**src/rtl/hamming74_dec_arb_if.sv**
```systemverilog
// Request/response bundle for the shared Hamming(7,4) decoder arbiter.
// Direction prefixes on member names follow the block's port list.
interface hamming74_dec_arb_if #(
  parameter int N_CH  = 4,
  parameter int CH_W  = 3,
  parameter int CNT_W = 16
);
  logic [N_CH-1:0]   i_req_valid;
  logic [N_CH*7-1:0] i_req_code;
  logic [N_CH-1:0]   i_req_tag;
  logic [N_CH-1:0]   o_req_ready;
  logic              o_valid;
  logic              i_ready;
  logic [3:0]        o_data;
  logic              o_tag;
  logic [CH_W-1:0]   o_ch;
  logic              o_err;
  logic              i_cnt_clr;
  logic [CNT_W-1:0]  o_err_cnt;

  modport slave (
    input  i_req_valid, i_req_code, i_req_tag, i_ready, i_cnt_clr,
    output o_req_ready, o_valid, o_data, o_tag, o_ch, o_err, o_err_cnt
  );

  modport master (
    output i_req_valid, i_req_code, i_req_tag, i_ready, i_cnt_clr,
    input  o_req_ready, o_valid, o_data, o_tag, o_ch, o_err, o_err_cnt
  );
endinterface

```
**src/rtl/hamming74_dec_arb.sv**
```systemverilog
// Round-robin arbiter in front of one Hamming(7,4) single-error-correcting decoder,
// with a registered output stage and a saturating corrected-word counter.
module hamming74_dec_arb #(
  parameter int N_CH  = 4,
  parameter int CH_W  = 3,
  parameter int CNT_W = 16
) (
  input logic                i_clk,
  input logic                i_rst_n,
  hamming74_dec_arb_if.slave bus
);

  // Returns {err, data}; a nonzero syndrome names the 1-based position to flip.
  function automatic logic [4:0] hamming74_dec(input logic [6:0] c);
    logic [2:0] s;
    logic [6:0] fixed;
    s[0]  = c[0] ^ c[2] ^ c[4] ^ c[6];
    s[1]  = c[1] ^ c[2] ^ c[5] ^ c[6];
    s[2]  = c[3] ^ c[4] ^ c[5] ^ c[6];
    fixed = (s != 3'd0) ? (c ^ (7'd1 << (s - 3'd1))) : c;
    return {(s != 3'd0), fixed[6], fixed[5], fixed[4], fixed[2]};
  endfunction

  logic [CH_W-1:0]  ptr;
  logic [CH_W-1:0]  sel;
  logic             hit;
  logic             slot_free;
  logic             take;
  logic [6:0]       code;
  logic             tag;
  logic [4:0]       dec;
  logic [CNT_W-1:0] cnt_max;

  assign slot_free = !bus.o_valid || bus.i_ready;
  assign take      = hit && slot_free && i_rst_n;
  assign dec       = hamming74_dec(code);
  assign cnt_max   = {CNT_W{1'b1}};

  assign bus.o_req_ready = take ? (N_CH'(1) << sel) : '0;

  // Pick the first requester at or above ptr, else the first one below it.
  always_comb begin
    sel = '0;
    hit = 1'b0;
    for (int k = 0; k < N_CH; k++) begin
      sel = (!hit && bus.i_req_valid[k] && (CH_W'(k) >= ptr)) ? CH_W'(k) : sel;
      hit = hit || (bus.i_req_valid[k] && (CH_W'(k) >= ptr));
    end
    for (int k = 0; k < N_CH; k++) begin
      sel = (!hit && bus.i_req_valid[k]) ? CH_W'(k) : sel;
      hit = hit || bus.i_req_valid[k];
    end
  end

  // Steer the granted channel's codeword and tag into the shared decoder.
  always_comb begin
    code = 7'd0;
    tag  = 1'b0;
    for (int k = 0; k < N_CH; k++) begin
      code = (CH_W'(k) == sel) ? bus.i_req_code[k*7 +: 7] : code;
      tag  = (CH_W'(k) == sel) ? bus.i_req_tag[k] : tag;
    end
  end

  // Round-robin pointer advances past each accepted channel.
  always_ff @(posedge i_clk or negedge i_rst_n) begin
    if (!i_rst_n) begin
      ptr <= '0;
    end else if (take) begin
      ptr <= (sel == CH_W'(N_CH - 1)) ? '0 : (sel + CH_W'(1));
    end else begin
      ptr <= ptr;
    end
  end

  // Output register: reload on accept, drop valid once consumed, hold data otherwise.
  always_ff @(posedge i_clk or negedge i_rst_n) begin
    if (!i_rst_n) begin
      bus.o_valid <= 1'b0;
      bus.o_data  <= 4'd0;
      bus.o_tag   <= 1'b0;
      bus.o_ch    <= '0;
      bus.o_err   <= 1'b0;
    end else if (take) begin
      bus.o_valid <= 1'b1;
      bus.o_data  <= dec[3:0];
      bus.o_tag   <= tag;
      bus.o_ch    <= sel;
      bus.o_err   <= dec[4];
    end else if (bus.i_ready) begin
      bus.o_valid <= 1'b0;
    end else begin
      bus.o_valid <= bus.o_valid;
    end
  end

  // Corrected-word counter; clear wins over a coincident increment.
  always_ff @(posedge i_clk or negedge i_rst_n) begin
    if (!i_rst_n) begin
      bus.o_err_cnt <= '0;
    end else if (bus.i_cnt_clr) begin
      bus.o_err_cnt <= '0;
    end else if (take && dec[4] && (bus.o_err_cnt != cnt_max)) begin
      bus.o_err_cnt <= bus.o_err_cnt + CNT_W'(1);
    end else begin
      bus.o_err_cnt <= bus.o_err_cnt;
    end
  end

endmodule

```
**src/flat_wrapper.sv**
```systemverilog
// flat-port wrapper written by rule: the top's interface ports become plain ports
module hamming74_dec_arb_flat 
#(
  parameter int N_CH  = 4,
  parameter int CH_W  = 3,
  parameter int CNT_W = 16
)
  (i_clk, i_rst_n, bus_i_req_valid, bus_i_req_code, bus_i_req_tag, bus_i_ready, bus_i_cnt_clr, bus_o_req_ready, bus_o_valid, bus_o_data, bus_o_tag, bus_o_ch, bus_o_err, bus_o_err_cnt);
  hamming74_dec_arb_if #(.N_CH(N_CH), .CH_W(CH_W), .CNT_W(CNT_W)) bus_i ();
  input logic i_clk;
  input logic i_rst_n;
  input wire logic [$bits(bus_i.i_req_valid)-1:0] bus_i_req_valid;
  input wire logic [$bits(bus_i.i_req_code)-1:0] bus_i_req_code;
  input wire logic [$bits(bus_i.i_req_tag)-1:0] bus_i_req_tag;
  input wire logic [$bits(bus_i.i_ready)-1:0] bus_i_ready;
  input wire logic [$bits(bus_i.i_cnt_clr)-1:0] bus_i_cnt_clr;
  output wire logic [$bits(bus_i.o_req_ready)-1:0] bus_o_req_ready;
  output wire logic [$bits(bus_i.o_valid)-1:0] bus_o_valid;
  output wire logic [$bits(bus_i.o_data)-1:0] bus_o_data;
  output wire logic [$bits(bus_i.o_tag)-1:0] bus_o_tag;
  output wire logic [$bits(bus_i.o_ch)-1:0] bus_o_ch;
  output wire logic [$bits(bus_i.o_err)-1:0] bus_o_err;
  output wire logic [$bits(bus_i.o_err_cnt)-1:0] bus_o_err_cnt;
  assign bus_i.i_req_valid = bus_i_req_valid;
  assign bus_i.i_req_code = bus_i_req_code;
  assign bus_i.i_req_tag = bus_i_req_tag;
  assign bus_i.i_ready = bus_i_ready;
  assign bus_i.i_cnt_clr = bus_i_cnt_clr;
  assign bus_o_req_ready = bus_i.o_req_ready;
  assign bus_o_valid = bus_i.o_valid;
  assign bus_o_data = bus_i.o_data;
  assign bus_o_tag = bus_i.o_tag;
  assign bus_o_ch = bus_i.o_ch;
  assign bus_o_err = bus_i.o_err;
  assign bus_o_err_cnt = bus_i.o_err_cnt;
  hamming74_dec_arb #(.N_CH(N_CH), .CH_W(CH_W), .CNT_W(CNT_W)) u_core (.i_clk(i_clk), .i_rst_n(i_rst_n), .bus(bus_i));
endmodule
```
**config.mk**
```make
export PLATFORM = sky130hd
export DESIGN_NAME = hamming74_dec_arb_flat
export DESIGN_NICKNAME = d
export VERILOG_FILES = /design/src/rtl/hamming74_dec_arb_if.sv /design/src/rtl/hamming74_dec_arb.sv /design/src/flat_wrapper.sv
export SDC_FILE = /design/constraint.sdc
export NUM_CORES = 1
export LEC_CHECK = 0
export ABC_AREA = 1
export BUFFER_PORTS_ARGS = -buffer_cell sky130_fd_sc_hd__buf_2
export CAP_MARGIN = 20
export CORE_MARGIN = 2
export CORE_UTILIZATION = 45
export CTS_BUF_LIST = sky130_fd_sc_hd__clkbuf_4 sky130_fd_sc_hd__clkbuf_8
export CTS_CLUSTER_SIZE = 12
export DETAILED_ROUTE_END_ITERATION = 12
export MAX_ROUTING_LAYER = met4
export PLACE_DENSITY = 0.8
export SLEW_MARGIN = 10
export SYNTH_ARGS = -nofsm -noshare
export SYNTH_HDL_FRONTEND = slang
export SYNTH_SLANG_ARGS = --single-unit
```
**constraint.sdc**
```tcl
create_clock -name i_clk -period 3.4 [get_ports i_clk]
set_input_delay 0.51 -clock i_clk [delete_from_list [all_inputs] [get_ports i_clk]]
set_output_delay 0.51 -clock i_clk [all_outputs]
set_load 0.02 [all_outputs]
```
# Word-level counts from Yosys, hierarchy flattened
# Index checks and enable logic that the tools add are counted.
dict set report classes {
  muxes 22
  shifts 2
  magnitude_cmp 4
  bitwise_logic 10
  n_reduce_logical 38
  n_addsub 3
  eq_ne 5
}
# op count
set ops {}
lappend ops {{2-to-1 mux 7 bit} 5}
lappend ops {{2-to-1 mux 16 bit} 2}
lappend ops {{2-to-1 mux 3 bit} 7}
lappend ops {{logical AND 1 bit} 18}
lappend ops {{adder 16 x 1 -> 16 bit (second input constant)} 1}
lappend ops {{!= test 16 bit (second input constant)} 1}
lappend ops {{bitwise XOR 1 bit} 9}
lappend ops {{logical NOT 1 bit} 8}
lappend ops {{logical OR 1 bit} 8}
lappend ops {{2-to-1 mux 1 bit} 7}
lappend ops {{left shift 1 x 3 -> 7 bit (first input constant)} 1}
lappend ops {{bitwise XOR 7 bit} 1}
lappend ops {{== test 2 x 3 -> 1 bit (first input constant)} 2}
lappend ops {{>= comparator 1 x 3 -> 1 bit (first input constant)} 2}
lappend ops {{>= comparator 2 x 3 -> 1 bit (first input constant)} 2}
lappend ops {{2-to-1 mux 4 bit} 1}
lappend ops {{nonzero test 2 bit} 2}
lappend ops {{left shift 1 x 3 -> 4 bit (first input constant)} 1}
lappend ops {{adder 3 x 1 -> 3 bit (second input constant)} 1}
lappend ops {{== test 1 x 3 -> 1 bit (first input constant)} 1}
lappend ops {{== test 3 x 2 -> 1 bit (second input constant)} 1}
lappend ops {{logical NOT 3 bit} 1}
lappend ops {{nonzero test 3 bit} 1}
lappend ops {{subtractor 3 x 1 -> 3 bit (second input constant)} 1}
dict set report word_totals {
  elab_cells 91
  input_bits 40
  out_inout_bits 30
  reg_bits 29
}

# Depth between registers and ports, before layout
dict set report depth {
  word_depth 25
  ltp_mapped 29
  ltp_nobuf 27
}

# Worst setup path before layout
# Ideal clock, no wire load.
dict set report synth_path {
  path_type {input port to flip-flop}
  startpoint {input bus_i_req_valid[1]}
  endpoint {register u_core.bus.o_err_cnt[6]}
  path_buffers 2
  t_required_ns 3.334
  path_slack_ns 0.075
  setup_ns 0.066
  arrival_time_ns 3.259
  stages 27
  cell_sequence {inv_1 > o21ai_1 > nor2_1 > nand2_1 > o21ai_0 > inv_1 > ha_1 > inv_2 > buf_2 > nor2_1 > nor2_1 > nand2_1 > nand2_1 > inv_1 > nand2_1 > nand2_1 > nand2_1 > nand2_1 > nand2_1 > inv_1 > ha_1 > inv_1 > nand2_1 > nor2_4 > buf_4 > nand3b_1 > nand2_1}
}
dict set report synth_between {
  elab_chain_cells 23
  word_cells_on_any_way 54
  cone_classes {eq/ne: 3; mux: 11; bitwise: 9; reduce/logical: 31}
}
# element line_no
set synth_lines {}
lappend synth_lines {{start: declaration} flat_wrapper.sv:12} ;# input wire logic [$bits(bus_i.i_req_valid)-1:0] bus_i_req_valid;
lappend synth_lines {{logical AND 1 bit} hamming74_dec_arb.sv:47} ;# hit = hit || (bus.i_req_valid[k] && (CH_W'(k) >= ptr));
lappend synth_lines {{logical OR 1 bit} hamming74_dec_arb.sv:47}
lappend synth_lines {{logical NOT 1 bit or logical OR 1 bit (tied branches)} {hamming74_dec_arb.sv:46, hamming74_dec_arb.sv:47}}
lappend synth_lines {{logical AND 1 bit or logical NOT 1 bit (tied branches)} hamming74_dec_arb.sv:46} ;# sel = (!hit && bus.i_req_valid[k] && (CH_W'(k) >= ptr)) ? CH_W'(k) : sel;
lappend synth_lines {{logical AND 1 bit} hamming74_dec_arb.sv:46}
lappend synth_lines {{2-to-1 mux 3 bit or logical AND 1 bit (tied branches)} hamming74_dec_arb.sv:46}
lappend synth_lines {{2-to-1 mux 3 bit} hamming74_dec_arb.sv:46}
lappend synth_lines {{2-to-1 mux 3 bit (3 in a row)} hamming74_dec_arb.sv:50} ;# sel = (!hit && bus.i_req_valid[k]) ? CH_W'(k) : sel;
lappend synth_lines {{2-to-1 mux 3 bit (*)} hamming74_dec_arb.sv:50}
lappend synth_lines {{via u_core.sel[0]} hamming74_dec_arb.sv:25} ;# logic [CH_W-1:0] sel;
lappend synth_lines {{logical NOT 3 bit} hamming74_dec_arb.sv:60} ;# code = (CH_W'(k) == sel) ? bus.i_req_code[k*7 +: 7] : code;
lappend synth_lines {{2-to-1 mux 7 bit (3 in a row)} hamming74_dec_arb.sv:60}
lappend synth_lines {{2-to-1 mux 7 bit (*)} hamming74_dec_arb.sv:60}
lappend synth_lines {{bitwise XOR 1 bit, on equally long branches (3 in a row)} {hamming74_dec_arb.sv:17, hamming74_dec_arb.sv:18, hamming74_dec_arb.sv:19}}
lappend synth_lines {{nonzero test 3 bit (*)} hamming74_dec_arb.sv:21} ;# return {(s != 3'd0), fixed[6], fixed[5], fixed[4], fixed[2]};
lappend synth_lines {{logical AND 1 bit (*) (2 in a row)} hamming74_dec_arb.sv:103} ;# end else if (take && dec[4] && (bus.o_err_cnt != cnt_max)) begin
lappend synth_lines {{nonzero test 2 bit (no line) (*)} -}
lappend synth_lines {{end signal: assignment} hamming74_dec_arb.sv:104} ;# bus.o_err_cnt <= bus.o_err_cnt + CNT_W'(1);
lappend synth_lines {{end signal: assignment} hamming74_dec_arb.sv:106} ;# bus.o_err_cnt <= bus.o_err_cnt;
lappend synth_lines {{end: declaration} hamming74_dec_arb_if.sv:23} ;# output o_req_ready, o_valid, o_data, o_tag, o_ch, o_err, o_err_cnt
# Mark *: on every way through the listed nets, which the timed path passes. The rest lies on a longest branch.
# A chain may end at the register's enable or synchronous reset.

# Worst setup path after layout
dict set report layout_path {
  startpoint {register u_core.ptr[1]}
  endpoint {register u_core.bus.o_err_cnt[6]}
}
dict set report layout_between {
  elab_chain_cells 24
  word_cells_on_any_way 62
  cone_classes {order compare: 4; eq/ne: 3; mux: 11; bitwise: 9; reduce/logical: 35}
}
# element line_no
set layout_lines {}
lappend layout_lines {{start: declaration} hamming74_dec_arb.sv:24} ;# logic [CH_W-1:0] ptr;
lappend layout_lines {{start signal: assignment} hamming74_dec_arb.sv:70} ;# ptr <= (sel == CH_W'(N_CH - 1)) ? '0 : (sel + CH_W'(1));
lappend layout_lines {{start signal: assignment} hamming74_dec_arb.sv:72} ;# ptr <= ptr;
lappend layout_lines {{>= comparator 1 x 3 -> 1 bit, on equally long branches} -}
lappend layout_lines {{logical AND 1 bit, on equally long branches} -}
lappend layout_lines {{logical OR 1 bit} hamming74_dec_arb.sv:47}
lappend layout_lines {{logical NOT 1 bit or logical OR 1 bit (tied branches)} {hamming74_dec_arb.sv:46, hamming74_dec_arb.sv:47}}
lappend layout_lines {{logical AND 1 bit or logical NOT 1 bit (tied branches)} hamming74_dec_arb.sv:46}
lappend layout_lines {{logical AND 1 bit} hamming74_dec_arb.sv:46}
lappend layout_lines {{2-to-1 mux 3 bit or logical AND 1 bit (tied branches)} hamming74_dec_arb.sv:46}
lappend layout_lines {{2-to-1 mux 3 bit} hamming74_dec_arb.sv:46}
lappend layout_lines {{[... 4 more ...]} -}
lappend layout_lines {{via u_core.sel[1]} hamming74_dec_arb.sv:25}
lappend layout_lines {{logical NOT 3 bit} hamming74_dec_arb.sv:60}
lappend layout_lines {{2-to-1 mux 7 bit (3 in a row)} hamming74_dec_arb.sv:60}
lappend layout_lines {{2-to-1 mux 7 bit (*)} hamming74_dec_arb.sv:60}
lappend layout_lines {{bitwise XOR 1 bit, on equally long branches (3 in a row)} {hamming74_dec_arb.sv:17, hamming74_dec_arb.sv:18, hamming74_dec_arb.sv:19}}
lappend layout_lines {{nonzero test 3 bit (*)} hamming74_dec_arb.sv:21}
lappend layout_lines {{logical AND 1 bit (*) (2 in a row)} hamming74_dec_arb.sv:103}
lappend layout_lines {{nonzero test 2 bit (no line) (*)} -}
# Marks and branches as above.

==> reports/qor.csv <==
metric,value,unit
core-area,4790,um^2
clk_latency,290,ps
ys_warn_count,0,
synth_cell_type_count,32,
grt_max_degree,28,
synthToLayoutAreaGrowth,45.2,%
arrival,3660,ps
clock-skew-final,4.59,ps
viasPerCell,5.38,
drt_iter0_drc,188,
startpoint_type,flip-flop,
worst_pin_slew,811,ps
num_vias,2820,
layout-drive-gt1-share,40.0,%
die_x,75.1,um
post-place-cells,506,
fin_crit,3430,ps
synth.cell_area,2270,um^2
stdcell_area,3300,um^2
yosys-top-cells-count,"140 x nand2_1, 35 x nand3_1, 27 x dfrtp_1, 25 x inv_1, 21 x nor2_1",
layout_setup_ws,-32.8,ps
dp_hpwl,4820,um
async_flop_share,100,%
fmax,291,MHz
synth_most_common_cell,nand2_1,
die_y,75.1,um
hold_viol,0,
synth.yosys.seq_area_share,29.7,%
routed_wl,7490,um
tritoncts,yes,
synthFlopType,dfrtp_1,
synthCells,353,
avgSynthCellArea,6.44,um^2
clock_sink_count,27,
cts_inserted_buffers,3,
slew_violations,0,
n_antenna_cell,0,
fin_cells,524,
holdCritPathClass,input pin to asynchronous set/reset pin,
io_pins,70,
synth_top_area_cell,dfrtp_1,
synth_edf_count,0,
dr.pass1.iters,5,
drc,0,
violations,negative setup slack,
cts-hold-fix-buffers,0,
max_cap_viol_count,0,
crit_path_end_kind,flip-flop,
gr-total-overflow,0,
synth_seq_cells,27,
yosysTopAreaCellShare,29.7,%
status,"complete, but fails checks",
cellLeakagePower,0.00178,uW
fp-row-count,25,
detailed_place.area,2870,um^2
postRouteAntennaNets,0,
gp_congestion,0.916,
portBuffers,68,
cp.required,3630,ps
final.period_utilization,101,%
grt_pass1_wl,10100,um
worstPathMaxFanout,7,
clk_pin_slew,100,ps
grt_antenna_before_repair,0,
ir_drop,626,uV
p_per_area,941,nW/um^2
start_util,47.5,%
clock_path_buffers,2,
setup_viol,10,
final_nets,504,
slew_headroom,45.7,%
crit_type,flip-flop to flip-flop,
post_drt_wl_per_cell,14.3,um
root_buffer,clkbuf_8,
yosys-top-cells-area,"dfrtp_1 30%, nand2_1 23%, nand3_1 7.7%",
track_usage,23.5,%
synth_nets,399,
grt_pass1_vias,2417,
h-tree-depth,1,
die_area,5640,um^2
cells in the final DEF (no fill, tap or decap), drive strengths merged:
cell type	n
dfrtp	27
nand4	10
ha	6
nand3	36
inv	31
o22ai	1
nor4	3
xor2	12
clkbuf	3
nor2	25
o21ai	12
a21oi	17
nor3	4
or2	8
buf	111
nand2	140
o21a	1
xnor2	1
nand3b	8
conb	1
stage by stage:
stage          util [%]  TNS (ps)  power, uW  hold WS [ps]  setup slack [ps]
2_1_floorplan         -         0       1520           214              75.5
3_3_place_gp       59.9     -1540       2140           457              -126
3_5_place_dp       59.9     -4980       2190           465              -302
4_1_cts            61.1         0       2410           274              11.8
5_1_grt            69.0     -3580       3350           285              -213
6_report           69.0      -165       3110           260             -32.8
per-layer routing:
| metal | routed length (um) | GRT usage, % | vias up |
|---|---|---|---|
| li1 | - | - | 1339 |
| met1 | 3100 | 28.4 | 1323 |
| met2 | 3710 | 42.6 | 128 |
| met3 | 474 | 2.81 | 30 |
| met4 | 205 | 3.57 | 0 |
| met5 | 0 | - | - |
logic make-up after synthesis:
group           after synthesis  share of synthesized area (%)
simple gates                233                           46.8
buf+inv                      42                           8.03
compound gates               31                           6.99
flops                        27                           29.7
xor+xnor                     13                           5.01
fa+ha+maj                     6                           3.30
other cells                   1                          0.165
final timing paths:
check / start / to / slack, ps / depth (start not counted)
setup reg to reg: u_core.ptr[1] / u_core.bus.o_err_cnt[6] / -30 / 24
hold / removal: i_rst_n / u_core.bus.o_err_cnt[0] / 260 / 2
setup / recovery: u_core.ptr[1] / u_core.bus.o_err_cnt[6] / -30 / 24
max in group asynchronous: i_rst_n / u_core.bus.o_data[3] / 2880 / 2
hold reg to reg: u_core.bus.o_data[3] / u_core.bus.o_data[3] / 480 / 2
min in group i_clk: bus_i_ready / u_core.bus.o_valid / 410 / 2
state kept, by name (all words and copies together), names as in the netlist:
name and cells:
u_core.bus.o_err_cnt 16, u_core.bus.o_valid 1, u_core.bus.o_tag 1, u_core.bus.o_err 1, u_core.bus.o_data 4, u_core.ptr 2
u_core.bus.o_ch 2
where the power goes:
| part | switching (uW) | internal, uW |
|---|---|---|
| logic | 1400 | 1090 |
| clock network | 115 | 86.4 |
| registers | 39.5 | 380 |
| total | 1550 | 1560 |
worst max-delay path, cell delays in order, from the launching register on:
cell and delay [ps]:
dfrtp_1 380, inv_2 50, o21ai_2 150, nand2_2 110, nor2_4 140, nand4_1 140
nand2_2 150, inv_4 70, ha_4 180, buf_6 140, a21oi_2 100, nand2_1 60
o21ai_0 90, nand2_1 90, o21ai_2 80, xor2_1 230, xor2_1 320, ha_4 200
inv_2 40, nand2_2 90, nor2_4 70, buf_12 140, nor2_4 190, nand2_1 80
nand2_1 70
final cells by class:
| type | instances | area (um^2) |
|---|---|---|
| Clock buffer | 3 | 41.3 |
| Fill cell | 379 | 1480 |
| Timing Repair Buffer | 111 | 716 |
| Multi-Input combinational cell | 285 | 1660 |
| Clock inverter | 1 | 8.76 |
| Inverter | 30 | 120 |
| Tap cell | 67 | 83.8 |
| Sequential cell | 27 | 676 |
timing repair:
item | CTS | global route
pin swaps | 0 | 29
cloned | 0 | 3
setup buffers | 0 | 11
endpoints found under the setup margin | 20 | 20
resized for setup | 4 | 74
(Power assumes the default switching activity.)
